<file path="config.mk">
export PLATFORM = sky130hd
export DESIGN_NAME = vend_controller
export DESIGN_NICKNAME = d
export VERILOG_FILES = /design/src/rtl/vend_controller.sv
export SDC_FILE = /design/constraint.sdc
export NUM_CORES = 1
export LEC_CHECK = 0
export CAP_MARGIN = 10
export CORE_MARGIN = 2
export CORE_UTILIZATION = 35
export CTS_CLUSTER_SIZE = 25
export DETAILED_ROUTE_END_ITERATION = 12
export GPL_ROUTABILITY_DRIVEN = 0
export PLACE_DENSITY = 0.59
export SYNTH_ARGS = -nofsm -noshare
export SYNTH_HDL_FRONTEND = slang
export SYNTH_SLANG_ARGS = --single-unit
</file>
<file path="constraint.sdc">
create_clock -name clock -period 5.15 [get_ports clock]
set_input_delay 1.03 -clock clock [delete_from_list [all_inputs] [get_ports clock]]
set_output_delay 1.03 -clock clock [all_outputs]
set_load 0.03 [all_outputs]
</file>
<file path="src/rtl/vend_controller.sv">
// N-product vending transaction engine: coin credit, price/stock check, dispense and greedy change.
// Build option: define VEND_DISCOUNT_EN to enable session-count discount pricing.
module vend_controller #(
   parameter int unsigned NUM_PRODUCTS       = 8,
   parameter int unsigned STOCK_W            = 5,
   parameter int unsigned INIT_STOCK         = 10,
   parameter int unsigned LOW_THRESHOLD      = 5,
   parameter int unsigned CREDIT_W           = 16,
   parameter int unsigned PRICE_W            = 8,
   parameter int unsigned DISCOUNT_THRESHOLD = 3,
   localparam int unsigned IDW = (NUM_PRODUCTS > 1) ? $clog2(NUM_PRODUCTS) : 1
) (
   input  logic                            clock,
   input  logic                            reset,
   input  logic                            coin_valid,
   input  logic [1:0]                      coin,
   output logic                            coin_reject,
   input  logic                            select_valid,
   input  logic [IDW-1:0]                  select_id,
   input  logic                            cancel,
   input  logic [NUM_PRODUCTS*PRICE_W-1:0] price_table,
   input  logic                            restock_valid,
   input  logic [IDW-1:0]                  restock_id,
   output logic                            dispense_valid,
   output logic [IDW-1:0]                  dispense_id,
   input  logic                            dispense_ready,
   output logic                            change_valid,
   output logic [1:0]                      change_coin,
   input  logic                            change_ready,
   output logic [CREDIT_W-1:0]             credit,
   output logic [STOCK_W-1:0]              stock,
   output logic                            low_stock,
   output logic [2:0]                      state,
   output logic                            error,
   output logic [1:0]                      error_code
);

   // Session count only needs to resolve "reached the threshold", so it saturates there.
   localparam int unsigned SESS_W =
      (DISCOUNT_THRESHOLD > 0) ? $clog2(DISCOUNT_THRESHOLD + 1) : 1;

   localparam logic [1:0] ErrBadId   = 2'd1;
   localparam logic [1:0] ErrSoldOut = 2'd2;
   localparam logic [1:0] ErrNoFunds = 2'd3;

   typedef enum logic [2:0] {
      StIdle     = 3'd0,
      StCredit   = 3'd1,
      StCheck    = 3'd2,
      StDispense = 3'd3,
      StChange   = 3'd4
   } state_e;

   state_e               state_q, state_d;
   logic [CREDIT_W-1:0]  credit_q, credit_d;
   logic [IDW-1:0]       sel_id_q, sel_id_d;
   logic [SESS_W-1:0]    session_q, session_d;
   logic [STOCK_W-1:0]   stock_q [NUM_PRODUCTS];
   logic [STOCK_W-1:0]   stock_d [NUM_PRODUCTS];
   logic                 coin_reject_q, coin_reject_d;
   logic                 error_q, error_d;
   logic [1:0]           error_code_q, error_code_d;
   logic                 dispense_valid_q, dispense_valid_d;
   logic [IDW-1:0]       dispense_id_q, dispense_id_d;
   logic                 change_valid_q, change_valid_d;
   logic [1:0]           change_coin_q, change_coin_d;

   logic [CREDIT_W:0]    coin_sum;
   logic                 coin_ovf;
   logic [STOCK_W-1:0]   sel_stock;
   logic [PRICE_W-1:0]   sel_price;
   logic [PRICE_W-1:0]   charged_price;

   function automatic logic [5:0] coin_value(input logic [1:0] c);
      logic [5:0] v;
      case (c)
         2'b00:   v = 6'd5;
         2'b01:   v = 6'd10;
         2'b10:   v = 6'd20;
         default: v = 6'd50;
      endcase
      return v;
   endfunction

   // Largest coin not exceeding the amount still owed.
   function automatic logic [1:0] greedy_coin(input logic [CREDIT_W-1:0] c);
      logic [1:0] g;
      if (c >= CREDIT_W'(50)) begin
         g = 2'b11;
      end else if (c >= CREDIT_W'(20)) begin
         g = 2'b10;
      end else if (c >= CREDIT_W'(10)) begin
         g = 2'b01;
      end else begin
         g = 2'b00;
      end
      return g;
   endfunction

   assign coin_sum = {1'b0, credit_q} + (CREDIT_W+1)'(coin_value(coin));
   assign coin_ovf = coin_sum[CREDIT_W];

   // Table lookups for the latched selection and the live select_id.
   always_comb begin
      sel_stock = '0;
      sel_price = '0;
      stock     = '0;
      for (int i = 0; i < NUM_PRODUCTS; i++) begin
         if (sel_id_q == IDW'(i)) begin
            sel_stock = stock_q[i];
            sel_price = price_table[i*PRICE_W +: PRICE_W];
         end
         if (select_id == IDW'(i)) begin
            stock = stock_q[i];
         end
      end
   end

`ifdef VEND_DISCOUNT_EN
   logic [PRICE_W+3:0] price_ext;
   logic [PRICE_W+3:0] price_90;
   logic [PRICE_W-1:0] disc_price;

   // 90% of list price, rounded down to the 5-unit coin grid.
   always_comb begin
      price_ext  = (PRICE_W+4)'(sel_price);
      price_90   = (price_ext * (PRICE_W+4)'(9)) / (PRICE_W+4)'(10);
      disc_price = PRICE_W'(price_90 - (price_90 % (PRICE_W+4)'(5)));
   end

   assign charged_price = (session_q >= SESS_W'(DISCOUNT_THRESHOLD)) ? disc_price : sel_price;
`else
   logic unused_session;

   assign charged_price  = sel_price;
   assign unused_session = ^session_q;
`endif

   always_ff @(posedge clock) begin
      if (reset) begin
         state_q          <= StIdle;
         credit_q         <= '0;
         sel_id_q         <= '0;
         session_q        <= '0;
         coin_reject_q    <= 1'b0;
         error_q          <= 1'b0;
         error_code_q     <= 2'd0;
         dispense_valid_q <= 1'b0;
         dispense_id_q    <= '0;
         change_valid_q   <= 1'b0;
         change_coin_q    <= 2'b00;
         for (int i = 0; i < NUM_PRODUCTS; i++) begin
            stock_q[i] <= STOCK_W'(INIT_STOCK);
         end
      end else begin
         state_q          <= state_d;
         credit_q         <= credit_d;
         sel_id_q         <= sel_id_d;
         session_q        <= session_d;
         coin_reject_q    <= coin_reject_d;
         error_q          <= error_d;
         error_code_q     <= error_code_d;
         dispense_valid_q <= dispense_valid_d;
         dispense_id_q    <= dispense_id_d;
         change_valid_q   <= change_valid_d;
         change_coin_q    <= change_coin_d;
         stock_q          <= stock_d;
      end
   end

   always_comb begin
      state_d       = state_q;
      credit_d      = credit_q;
      sel_id_d      = sel_id_q;
      session_d     = session_q;
      stock_d       = stock_q;
      coin_reject_d = 1'b0;
      error_d       = 1'b0;
      error_code_d  = error_code_q;

      case (state_q)
         StIdle: begin
            if (coin_valid) begin
               credit_d = coin_sum[CREDIT_W-1:0];
               state_d  = StCredit;
            end
            if (restock_valid) begin
               for (int i = 0; i < NUM_PRODUCTS; i++) begin
                  if (restock_id == IDW'(i)) begin
                     stock_d[i] = STOCK_W'(INIT_STOCK);
                  end
               end
            end
         end

         // Coin beats cancel beats select; losers are dropped, not queued.
         StCredit: begin
            if (coin_valid) begin
               if (coin_ovf) begin
                  coin_reject_d = 1'b1;
               end else begin
                  credit_d = coin_sum[CREDIT_W-1:0];
               end
            end else if (cancel) begin
               state_d = (credit_q == '0) ? StIdle : StChange;
            end else if (select_valid) begin
               sel_id_d = select_id;
               state_d  = StCheck;
            end
         end

         StCheck: begin
            coin_reject_d = coin_valid;
            if (32'(sel_id_q) >= NUM_PRODUCTS) begin
               error_d      = 1'b1;
               error_code_d = ErrBadId;
               state_d      = StCredit;
            end else if (sel_stock == '0) begin
               error_d      = 1'b1;
               error_code_d = ErrSoldOut;
               state_d      = StCredit;
            end else if (credit_q < CREDIT_W'(charged_price)) begin
               error_d      = 1'b1;
               error_code_d = ErrNoFunds;
               state_d      = StCredit;
            end else begin
               credit_d = credit_q - CREDIT_W'(charged_price);
               for (int i = 0; i < NUM_PRODUCTS; i++) begin
                  if (sel_id_q == IDW'(i)) begin
                     stock_d[i] = stock_q[i] - STOCK_W'(1);
                  end
               end
               if (session_q < SESS_W'(DISCOUNT_THRESHOLD)) begin
                  session_d = session_q + SESS_W'(1);
               end
               state_d = StDispense;
            end
         end

         StDispense: begin
            coin_reject_d = coin_valid;
            if (dispense_valid_q && dispense_ready) begin
               state_d = (credit_q != '0) ? StChange : StIdle;
            end
         end

         // A residue below the smallest coin cannot be paid out and is dropped.
         StChange: begin
            coin_reject_d = coin_valid;
            if (credit_q < CREDIT_W'(5)) begin
               credit_d = '0;
               state_d  = StIdle;
            end else if (change_valid_q && change_ready) begin
               credit_d = credit_q - CREDIT_W'(coin_value(change_coin_q));
               if (credit_d < CREDIT_W'(5)) begin
                  credit_d = '0;
                  state_d  = StIdle;
               end
            end
         end

         default: begin
            state_d = StIdle;
         end
      endcase

      if (state_d == StIdle) begin
         session_d = '0;
      end
   end

   // Handshake payloads are derived from next state so they register alongside it.
   always_comb begin
      dispense_valid_d = (state_d == StDispense);
      dispense_id_d    = dispense_valid_d ? sel_id_d : dispense_id_q;
      change_valid_d   = (state_d == StChange) && (credit_d >= CREDIT_W'(5));
      change_coin_d    = change_valid_d ? greedy_coin(credit_d) : change_coin_q;
      low_stock        = (32'(stock) < LOW_THRESHOLD);
   end

   assign coin_reject    = coin_reject_q;
   assign error          = error_q;
   assign error_code     = error_code_q;
   assign dispense_valid = dispense_valid_q;
   assign dispense_id    = dispense_id_q;
   assign change_valid   = change_valid_q;
   assign change_coin    = change_coin_q;
   assign credit         = credit_q;
   assign state          = state_q;

endmodule

</file>
; Word-level counts from Yosys, hierarchy flattened
; Index checks and enable logic that the tools add are counted.
[totals]
mem_bits_rw = 0
mem_count = 0
mem_bits_ro = 0
register_bits = 73
elab_cells = 198
latchBits = 0
output_inout_bits = 36
in_bits = 80
[classes]
mux = 85
n_shift = 0
mul = 0
n_div = 0
addsub = 11
eq_ne = 50
n_lt_le_gt_ge = 8
n_bitwise = 1
reduce_logical = 25
[op_table]
columns = cell, n
row1 = $mux 5, 32
row2 = $mux 16, 8
row3 = $mux 40, 3
row4 = $pmux 40 s2, 1
row5 = $mux 8, 8
row6 = $pmux 16 s4, 1
row7 = $reduce_and 6->1, 8
row8 = $eq 3x3->1 const B, 14
row9 = $mux 3, 14
row10 = $sub 5x1->5 const B, 8
row11 = $ne 2x2->1 const B, 19
row12 = $pmux 6 s3, 2
row13 = $lt 16x3->1 const B, 2
row14 = $eq 3x2->1 const B, 9
row15 = $mux 6, 3
row16 = $add 16x6->17, 1
row17 = $ge 16x3->1 const B, 1
row18 = $ge 16x4->1 const B, 1
row19 = $ge 16x5->1 const B, 1
row20 = $ge 16x6->1 const B, 1
row21 = $logic_not 16->1, 1
row22 = $lt 16x8->1, 1
row23 = $reduce_bool 16->1, 1
row24 = $sub 16x6->16, 1
row25 = 18 further kinds, 39

; Logic depth before layout (Yosys ltp)
; Gate-level depths: netlist of the first run.
[logic_depth]
ltp_word = 17
depth_mapped = 21

; Worst setup path after synthesis of the first run
; No wires, ideal clock.
[synth_path]
kind = in2out
from = input port select_id[1]
to = output port low_stock
arrival_time_ns = 3.431
path_buffers = 2
setup_slack_ns = 0.689
t_required_ns = 4.120
cell_stages = 8
path_cell_list = clkbuf_1 clkbuf_1 mux2i_1 o21ai_0 nand2_1 o221ai_1 o21ai_0 nor3b_1
[synth_between]
elab_chain_len = 10
word_cells_on_any_way = 17
[synth_lines]
columns = item, line
row1 = start: declaration, 19  ; input logic [IDW-1:0] select_id,
row2 = $logic_not 3->1, 113  ; if (select_id == IDW'(i)) begin
row3 = $mux 5 (7 in a row), 113
row4 = $mux 5 (*), 113
row5 = named net stock[0], 31  ; output logic [STOCK_W-1:0] stock,
row6 = $lt 5x3->1 (*), 278  ; low_stock = (32'(stock) < LOW_THRESHOLD);
row7 = end: declaration, 32  ; output logic low_stock,
; Mark *: on every way through the listed nets, which the timed path passes. The rest lies on a longest branch.

; Final worst setup path of the first run
[layout_path]
from = input port price_table[32]
to = register change_coin_q[0] (netlist: change_coin[0])
[layout_between]
elab_chain_len = 12
word_cells_on_any_way = 21
[layout_lines]
columns = item, line
row1 = start: declaration, 21  ; input logic [NUM_PRODUCTS*PRICE_W-1:0] price_table,
row2 = $mux 8 (*) (4 in a row), 109  ; if (sel_id_q == IDW'(i)) begin
row3 = $sub 16x8->16 or $lt 16x8->1 (tied branches), "227, 222"
row4 = $mux 16, 222  ; end else if (credit_q < CREDIT_W'(charged_price)) begin
row5 = $mux 16, 218  ; end else if (sel_stock == '0) begin
row6 = $pmux 16 s4, 181  ; case (state_q)
row7 = $ge 16x4->1, 92  ; end else if (c >= CREDIT_W'(10)) begin
row8 = $mux 1, 92
row9 = $mux 2, 90  ; end else if (c >= CREDIT_W'(20)) begin
row10 = $mux 2, 88  ; if (c >= CREDIT_W'(50)) begin
row11 = end signal: assignment, 166  ; change_coin_q <= change_coin_d;
row12 = end: declaration, 66  ; logic [1:0] change_coin_q, change_coin_d;
; Every way passes the cells marked *; elsewhere a longest branch is shown, timed or not.
; A chain may end at the register's enable or synchronous reset.

==> summary by stage, run 1 <==
Outcome
The flow ran to the end, and the final reports show no timing, DRC or antenna violations.

Timing
The routed design could run at a clock period as short as 4.868 ns. After layout, the worst path uses between 90 and 100% of the clock period. At the pin with the least slew margin, the transition time is about 0.99 ns. Setup violations remaining at the end of the flow were counted as 0. Based on the critical path, the design can be clocked at up to 205.4 MHz. The final number of max-transition violations is 0. In this run the tightest slew margin relative to its limit is 33.94%.

The final hold violation count is 0. Final hold analysis gives a worst-case slack of 0.4820 ns. Across the routed clock network, the largest skew measured is 0.009827 ns.

Logic synthesis
The largest family of logic cells by synthesized area is compound AO/OA/AOI/OAI gates. The synthesized-area fraction occupied by ao, oa, aoi and oai cells is 28.26%. The mean instance size in the synthesized netlist is 7.572 µm². After Yosys synthesis, XOR and XNOR cells account for 4.345% of the synthesized area. During synthesis, Yosys emitted a total of 0 warnings. In the synthesized netlist the async set-or-reset flop fraction comes to 0%.

Counting instances in the post-synthesis netlist gives the leading cell types as nor2_1 (115), dfxtp_1 (73), o21ai_0 (65). The unique cell type count in the Yosys netlist is 92. Of the total synthesized cell area, the portion taken by AND, OR, NAND and NOR gates is 27.59%.

For this run, the leading register cell type out of synthesis is dfxtp_1. The gate count after technology mapping is slightly above 900. The cell area after synthesis is 6853 µm². The synthesized design contains 0 enable-type register cells. In the synthesized netlist, mux cells make up around 7.4% of the area.

The sequential fraction of the synthesis area is between 20% and 30%. Sorting the synthesized cells by area gives the leading types as dfxtp_1 (21%), nor2_1 (6.3%), ha_1 (5.1%). The largest total area in the synthesized netlist belongs to dfxtp_1.

By instance count, the leading cell after synthesis is nor2_1. The top-area cell type share of the netlist area is roughly a fifth. The synthesized-area fraction occupied by adder cells is 5.989%. Counting flops and latches in the post-synthesis netlist gives between 70 and 80.

The net count after synthesis is 1016.

Drt
The final route contains 7554 vias. For this run, design rule violations remaining after detail routing come to 0. The number of design-rule violations left by the first detailed-router iteration is a little over 700.

The sum of routed wire length over all layers is around 24000 µm. The first detailed-routing pass took 5 iterations. The count of nets left with antenna violations once routing finished came out at 0. After detailed routing, the number of vias per cell comes to 5.874. In the final routed layout, each cell accounts on average for 18.81 µm.

GRT
The via count of the first global-routing pass is 7139. The aggregate global routing overflow is 0. The maximum number of pins on one net before global-route repair is 40. The total routing usage reported by global routing is a little under a quarter.

The global-route wire length before repair is 39080 µm. The initial antenna violation count is 0.

Placement
Once placement finished, the instance area stood at roughly 8400 µm². The number of I/O port buffers is 115. The half-perimeter wire length after detailed placement is 18450 µm.

Worst setup path
The required time at the endpoint of the critical path is 5.35 ns. STA puts the critical path data arrival time at 5.07 ns. The startpoint class of the critical path is a primary input. By startpoint and endpoint, the worst setup path is classified as primary input to register. The slack of the worst reg-to-reg path is 0.54 ns. Along the worst path, the maximum fanout reaches 7. The endpoint kind of the worst setup timing path is a register.

Final layout
The utilization of the core after routing is between 40% and 50%. The number of inserted diodes is 0. After filler insertion, the fill cell instance count of the layout stands at 1948.

The area of all placed cells without fillers is slightly below 9000 µm². The ratio of cells with drive above 1 in the final layout is 9.403%. The layout net count is 1128.

The area growth from synthesis to layout is 27.33%.

Flow run
The count of max-cap constraint violations is 0.

Clock tree
Buffers added to address setup during post-CTS repair amount to 0. In this run the deepest clock path goes through 2 buffers. The H-tree was split into 3 levels. CTS saw 73 sinks. The root buffer cell chosen for the clock tree is clkbuf_16.

The TritonCTS clock tree is built. The register clock-pin slew on the reported worst setup and hold paths is 0.06 ns. The number of buffers added by the clock tree synthesis step is 9.

The latest clock arrival within the worst-skew pair is 0.34 ns.

Worst hold path
The worst hold path belongs to the class register to register.

Power and ir drop
Across the VDD grid, the largest voltage drop is 121.7 µV. The total power per unit cell area is 201.7 nW/µm². The leakage power is 3.249 nW. The power after layout is 1.760 mW.

Floorplanning
The chip height is around 140 µm. The die width is between 100 and 150 µm. The starting utilization of the core area is 35.44%. The floorplan has 51 rows. The die footprint is about 21000 µm². The number of top-level design ports is about 120.

The area of the core is 19330 µm².
-- worst max-delay path, cell delays in order --
cell             delay, ns
clkdlybuf4s50_1       0.40
o22a_1                0.19
o21ai_0               0.25
a21oi_1               0.10
a211o_1               0.30
ha_1                  0.19
inv_1                 0.07
fa_1                  0.20
a211oi_1              0.10
o21bai_1              0.24
a21oi_2               0.11
buf_4                 0.16
nor2_2                0.32
o21ai_2               0.16
a221o_1               0.42
nor3b_2               0.18
o21ai_2               0.12
o41ai_4               0.40
a221oi_1              0.14
-- kinds of logic after synthesis --
family / count (synthesis)
DFF: 73
and+or+nand+nor: 365
xor gates and xnor gates: 34
adders and majority gates: 31
buffers and inverters: 87
muxes: 38
AOI/OAI and AO/OA: 277
-- power breakdown --
part	internal [mW]	leakage, nW	switching [mW]
Sequential	0.575	0.590	0.0259
Combinational	0.228	2.51	0.274
Clock	0.400	0.148	0.256
Total	1.20	3.25	0.556
-- state kept, by name, summed over array words and instances, names as in the netlist, 2 cells and up --
| name | cells |
|---|---|
| stock_q | 40 |
| error_code | 2 |
| change_coin | 2 |
| dispense_id | 3 |
| state | 3 |
| sel_id_q | 3 |
| credit | 16 |
-- final cells by class --
| type | count | area (µm²) | area share, % |
|---|---|---|---|
| flip-flops and latches | 73 | 1461 | 16.75 |
| well taps | 265 | 331.6 | 3.800 |
| clock inverters | 4 | 51.30 | 0.5879 |
| repair buffers | 148 | 1394 | 15.97 |
| multi-input cells | 745 | 5085 | 58.27 |
| clock buffers | 11 | 252.7 | 2.896 |
| inverters | 40 | 150.1 | 1.721 |
-- what timing repair did --
item                       in CTS  in global routing
hold buffers                    0                  0
setup endpoints to repair       0                  2
resized for setup               0                  7
-- worst paths after layout --
kind,endpoint,depth (start not counted),startpoint
hold / removal,error_code[1],2,error_code[1]
setup reg to reg,change_coin[0],20,sel_id_q[1]
setup / recovery,change_coin[0],19,price_table[32]
hold reg to reg,error_code[1],2,error_code[1]
-- cells in the final DEF, fill, tap and decap left out, types with 6 or more instances in the layout --
master           count
buf_4               33
or4_1                7
clkbuf_16            9
nor3b_1              7
clkdlybuf4s50_1    114
a211oi_1            10
nor3_1              31
xor2_1              10
a22oi_1              8
ha_1                28
nor2_1             115
nand2_1             57
nand3b_1             9
nand3_1             31
dfxtp_1             73
nor2b_1             19
inv_1               38
nand2b_1            20
a21o_1               6
mux2i_1             27
o21ai_0             64
and2_1               8
nand4_1             10
a31oi_1             16
o31ai_1              8
mux4_2              10
xnor2_1             24
o21bai_1             7
a21oi_1             59
o211ai_1             7
o221ai_1            10
nor4_1              13
and3_1              10
-- per-stage QoR --
step	setup TNS (ns)	instances	setup WS (ns)
floorplan	0	905	0.6890
global placement	0	1271	0.1101
detailed placement	-0.06282	1271	-0.04373
CTS	0	1286	0.2516
global route	-0.02267	1286	-0.01410
finish	0	1286	0.2824
-- per-layer routing --
layer / vias up / wire, µm / track usage (%)
li1: 3631 / - / -
met1: 3543 / 10620 / 32.78
met2: 325 / 11460 / 39.45
met3: 55 / 1527 / 2.499
met4: 0 / 586 / 7.637
met5: - / 0 / 0
Note: power is estimated with default switching activity, not from simulation.
==> run 2: changes to the inputs <==
Settings changed: CORE_ASPECT_RATIO set to 1.5.
==> run 2 against run 1 <==
Net effect:
- core utilization up 0.49 points
- register-to-register slack gained 0.17 ns
- hold slack got worse by 0.0047 ns
- global-route usage rose by 1.1 points
- clock power about the same
- sequential power is essentially flat
- critical endpoint unchanged
- largest power group unchanged
==> summary by stage, run 2 (synthesized netlist as in run 1, its figures left out) <==
Outcome
The flow ran to the end, and the final reports show no timing, DRC or antenna violations.

Timing
For this run, the top clock speed supported by timing is roughly 210 MHz. The post-route fraction of the period consumed by the critical path is 91.92%. Setup violations remaining at the end of the flow were counted as 0. Setup repair after global routing left no endpoint under its margin. The worst-margin pin slew is 0.8651 ns.

The final number of max-transition violations came to 0. The final critical path time including I/O delays and setup is 4.734 ns. The total negative slack is 0 ns.

The final hold violation count is 0. The setup skew after layout is 0.005744 ns. The worst pin sits at a relative slew slack of 42.11%.

Final layout
Counting flops per register, the top entry is stock_q. The library cell used most frequently in the layout, excluding fill and tap cells, is nor2_1. Of the cells placed in the final design, the portion with a size suffix greater than 1 is about 10%.

The layout net count is 1137. With fillers left out, the area of the finished cells amounts to approximately 9000 µm². In the layout the commonest cells are nor2_1 (115), clkdlybuf4s50_1 (114), dfxtp_1 (73), o21ai_0 (64), a21oi_1 (60). The fill cell total of the finished layout is 1993. The multi-input combinational cells in the finished layout cover a total of 5047 µm².

The number of antenna diodes in the final layout is 0. The layout overhead on the synthesized area is 27.57%. The number of non-filler instances in the completed layout is ~1300. The area taken by flip-flops and latches is 1461 µm². The register with the most flip-flops in the layout has 40 of them.

Clock tree
TritonCTS built the clock tree. Counting the buffers created by CTS gives 9. The count of clock tree sinks is 73. After clock tree synthesis, the clock-pin slew on the worst setup and hold paths is about 0.060 ns. CTS placed an instance of clkbuf_16 at the clock tree root. The number of H-tree levels is 3. In this run the deepest clock path goes through 2 buffers. The number of setup buffers added after CTS is 0. At the later pin of the worst-skew pair, clock insertion delay measures 0.35 ns.

GRT
The global-route wire length before repair is 41030 µm. After global routing the overflow that remains totals 0. The total routing usage reported by global routing is 25.05%. The initial antenna violation count is 0. The via count of the first global-routing pass was around 7500.

Entering global routing, the biggest net connects 37 pins.

Flow run
Across the run, the number of max-cap violations was 0.

Power and ir drop
The total power per unit cell area is 202.5 nW/µm². The largest voltage drop on the vdd net is 114.9 µV. The leakage power is 3.279 nW.

Worst setup path
The largest individual stage delay along the critical path comes from the cell a221o_1. At the worst endpoint, the required time is approximately 5.4 ns. Traced cell by cell, the critical path runs through clkdlybuf4s50_1 -> o22a_1 -> o21ai_1 -> a21oi_1 -> a211o_1 -> ha_1 -> inv_1 -> fa_1 -> a211oi_1 -> buf_4 -> o21bai_1 -> a21oi_1 -> buf_4 -> nor2_2 -> o21ai_2 -> a221o_1 -> nor3b_2 -> o21ai_2 -> o41ai_2 -> a221oi_1. Across all register-to-register paths, the minimum setup slack is 0.71 ns. The critical path's largest stage delay is 0.47 ns.

The endpoint kind of the worst setup timing path is a register. The setup path with the least slack is of type primary input to register. The launch point of the worst reg-to-reg path is sel_id_q[2]. The capture instance of the worst register-to-register path is change_coin[0]. At the worst endpoint, the arrival time is between 4 and 5 ns. The startpoint class of the critical path is a primary input.

In this run the worst path has a maximum fanout of 6. The worst-case reg-to-reg path depth is 21.

Drt
The sum of routed wire length over all layers is 26020 µm. The total DRC errors in the routed layout is 0. The number of design-rule violations left by the first detailed-router iteration is 530. The via total after detailed routing is between 7000 and 8000. In the final routed layout, each cell accounts on average for roughly 20 µm. The number of iterations in the first detailed-routing pass is 7.

The number of nets still failing antenna checks after routing is 0. In the routed layout, each cell is associated on average with a via count of 5.967.

Floorplanning
The area of the core is 19160 µm². The number of top-level design ports is 116. The row count is 62. The die covers 20740 µm². The starting utilization of the core area is 35.76%. The die width is roughly 120 µm. The die is around 180 µm tall.

Worst hold path
In this run the most critical hold path is launched from error_code[1]. Along the worst hold path, the cell count comes to 2. The type of the worst min-delay path is register to register. The path with the worst hold slack has its endpoint at error_code[1].

Placement
The half-perimeter wire length after detailed placement is a little over 20000 µm. The instance area after placement is 8441 µm². The number of I/O port buffers is roughly 120. Once placement completed, the tool counted placed cells totaling around 1300.
==> run 2: per-stage QoR <==
step	hold slack [ns]	setup slack, ns	utilization [%]	total power, mW
6_report	0.4772	0.4163	45.62	1.770
3_5_place_dp	0.4763	0.006690	44.05	1.119
2_1_floorplan	0.4627	0.6890	-	0.9098
3_3_place_gp	0.4774	0.07009	44.05	1.118
5_1_grt	0.5288	0.06191	45.62	1.850
4_1_cts	0.4915	0.3375	45.62	1.779
==> run 2: power breakdown <==
group | leakage, nW | switching [mW] | internal (mW)
combinational | 2.55 | 0.282 | 0.233
clock | 0.142 | 0.277 | 0.379
sequential | 0.590 | 0.0248 | 0.575
==> run 2: layout make-up <==
cell class | count | area share [%]
Clock inverter | 7 | 0.8731
Sequential cell | 73 | 16.72
Clock buffer | 9 | 2.576
Multi-Input combinational cell | 745 | 57.74
Timing Repair Buffer | 157 | 16.72
Tap cell | 256 | 3.664
Inverter | 40 | 1.717
==> run 2: worst max-delay path by stage <==
stage,depth (start not counted),slack [ns],from,end
2_1_floorplan,8,0.69,select_id[1],low_stock
3_3_place_gp,20,0.07,price_table[0],change_coin[0]
3_5_place_dp,20,0.007,price_table[0],change_coin[0]
4_1_cts,20,0.34,price_table[32],change_coin[0]
5_1_grt,21,0.06,price_table[16],change_coin[0]
6_report,20,0.42,price_table[0],change_coin[0]
==> run 2: repair_timing <==
item                                    4_1_cts  5_1_grt
hold buffers                                  0        0
resized for setup                             0        1
endpoints found under the setup margin        0        2
==> run 2: per-layer routing <==
metal  global-route usage, %  part of all wire [%]  vias to the layer above
met5                       0                     0                        -
met4                   14.91                   5.6                        0
met3                   2.240                   5.0                      100
met2                   46.70                    52                      336
met1                   27.23                    37                     3609
li1                        -                     -                     3634
==> run 2: critical path: cells and delay by family <==
kind | cells | cell delay [ns]
AOI/OAI and AO/OA | 12 | 2.22
buffers and inverters | 4 | 0.80
adders and majority gates | 2 | 0.39
and+or+nand+nor | 2 | 0.47
==> run 3: changes to the inputs <==
Settings changed: CORE_MARGIN 2 to 4, HOLD_SLACK_MARGIN set to 0.03, SKIP_LAST_GASP set to 1.
==> run 3 against run 2 <==
Net effect:
- first-iteration DRC count increased by 25%
- clock-buffer cell count unchanged
- total power increased by 4.7%
- largest cell class unchanged
==> summary by stage, run 3 (synthesized netlist as in run 1, its figures left out) <==
Final layout
The library cell used most frequently in the layout, excluding fill and tap cells, is nor2_1. The library cells used most frequently in the layout, excluding fill and tap cells, are nor2_1 (115), clkdlybuf4s50_1 (114), dfxtp_1 (73), o21ai_0 (65), a21oi_1 (60). The number of inserted diodes is 0. The register with the most flip-flops in the layout has 40 of them. The net count of the finished layout is around 1100.

The layout overhead on the synthesized area is 28.36%. The ratio of cells with drive above 1 in the final layout is between 9 and 10%. The register name with the most flops is stock_q.

Worst setup path
The endpoint kind of the worst setup timing path is a register. The launching element of the worst setup path is price_table[32]. The slowest cell on the critical path is o41ai_2.

The critical path buffer and inverter count is 4. For the worst flop-to-flop path, the logic depth is 21. The critical path's largest stage delay is 0.45 ns. The arrival time at the worst endpoint is 5.06 ns.

The setup path with the least slack is of type primary input to register. In this run the number of cells on the critical path is 20. Counting stages on the worst path, the most repeated cell is a21oi_1. The startpoint class of the critical path is a primary input. In this run the critical register-to-register path is launched from sel_id_q[2]. The cell family contributing the most delay on the critical path is compound AO/OA/AOI/OAI gates.

The largest fanout on the critical path is 6. The required time at the endpoint of the critical path is around 5.3 ns. Traced cell by cell, the critical path runs through clkdlybuf4s50_1 -> o22a_1 -> o21ai_0 -> a21oi_1 -> a211o_1 -> ha_1 -> inv_1 -> fa_1 -> a211oi_1 -> buf_4 -> o21bai_1 -> a21oi_1 -> buf_4 -> nand2b_1 -> o31ai_1 -> a21oi_1 -> a311oi_1 -> nand4_1 -> o41ai_2 -> a221oi_1.

GRT
The initial antenna violation count was 0. The via count of the first global-routing pass came to 7393. Entering global routing, the biggest net connects 48 pins. In the global route stage, overall resource usage came out at 23.57%. The global-route wire length before repair is between 40000 and 50000 µm. Global routing finished with a remaining overflow of 0.

Clock tree
TritonCTS built the clock tree. The later pin in the worst-skew pair is clocked with a latency of 0.34 ns. Counting along the longest clock path gives a buffer depth of 2. Clock tree synthesis found a total of 73 sinks. The tree is rooted in a clkbuf_16. In this run the number of H-tree levels came out at 3. Clock-pin slew was measured on the worst setup and hold paths at 0.06 ns.

Counting the buffers created by CTS gives 9.

Drt
For this block, the via count after detailed routing is 7594. The sum of routed wire length over all layers is about 26000 µm. After detailed routing, the number of vias per cell comes to 5.905. The number of iterations in the first detailed-routing pass is 5. Dividing the detail-routed wire length by the instance count gives 20.12 µm. The number of nets still failing antenna checks after routing is 0.

The total DRC errors in the routed layout is 0. In this run, the number of DRC markers left after iteration 0 of detailed routing was 660.

Timing
The worst-margin pin slew is 0.9833 ns. In this run the tightest slew margin relative to its limit is 34.05%. Timing would allow up to between 200 and 250 MHz.

The final critical path time including I/O delays and setup is between 4 and 5 ns. The post-route fraction of the period consumed by the critical path is 94.59%. On the final layout, the worst clock skew is 0.007722 ns. Hold timing on the final database bottoms out at a slack of approximately 0.48 ns. The final hold violation count was 0. The worst setup margin is 0.2789 ns.

Setup repair after global routing left no endpoint under its margin. The count of endpoints failing setup in the final report is 0. The final number of max-transition violations came to 0.

Floorplanning
The number of top-level design ports is about 120. Row generation in the floorplan step produced 62 rows. From bottom edge to top edge, the die measures 179.4 µm. For this configuration, the core starts out at a cell density of 35.62%.

The area of the core is approximately 19000 µm². The die footprint is 21930 µm². The die is around 120 µm wide.

Worst hold path
The count of cells along the worst hold path is 2. In this run the most critical hold path is launched from error_code[1]. The type of the worst min-delay path is register to register.

Flow run
The count of max-cap constraint violations is 0.

Power and ir drop
The total power per unit cell area is ~210 nW/µm². After layout, the design draws a total of 1.855 mW. The leakage power is 3.305 nW.

Across the VDD grid, the largest voltage drop is 115.2 µV.

Placement
The half-perimeter wire length after detailed placement is 20360 µm. Timing analysis after detailed placement gives a worst setup slack of -0.03408 ns. The count of buffers added on input and output ports is 115.

Outcome
The flow ran to the end, and the final reports show no timing, DRC or antenna violations.
-- run 3: layout make-up --
| class | count | area (µm²) |
|---|---|---|
| well taps | 256 | 320.3 |
| multi-input cells | 745 | 5060 |
| clock buffers | 9 | 225.2 |
| inverters | 40 | 150.1 |
| fillers | 1995 | 10440 |
| flip-flops and latches | 73 | 1461 |
| clock inverters | 7 | 125.1 |
| repair buffers | 156 | 1454 |
-- run 3: worst min-delay path, cell delays in order, from the launching register on --
cell     delay [ns]
dfxtp_1        0.33
nor2_1         0.05
nor2_1         0.06
-- run 3: per-layer routing --
metal,global-route usage [%],routed length (µm)
met1,26.32,9729
met2,43.50,13680
met3,2.544,1115
met4,12.38,1349
met5,0,0
-- run 3: report_power, final --
part	switching, mW	leakage [nW]	internal, mW
combinational	0.278	2.54	0.233
sequential	0.0246	0.590	0.575
clock	0.265	0.171	0.479
-- run 3: path summary, 6_finish.rpt --
check,end,slack (ns)
setup / recovery,change_coin[0],0.28
hold / removal,error_code[1],0.48
setup reg to reg,change_coin[0],0.54
hold reg to reg,error_code[1],0.48
-- run 3: repair_timing --
action / in CTS / in global routing
setup buffers: 0 / 0
hold buffers: 0 / 0
setup endpoints to repair: 0 / 3
resized for setup: 0 / 2
-- run 3: stage by stage --
stage | util [%] | area [µm²] | TNS (ns) | instances
after floorplan | - | 6853 | 0 | 905
after global placement | 43.83 | 8433 | 0 | 1270
after detailed placement | 43.83 | 8433 | -0.05493 | 1270
after CTS | 45.66 | 8783 | 0 | 1286
after global routing | 45.72 | 8796 | 0 | 1286
final | 45.72 | 8796 | 0 | 1286
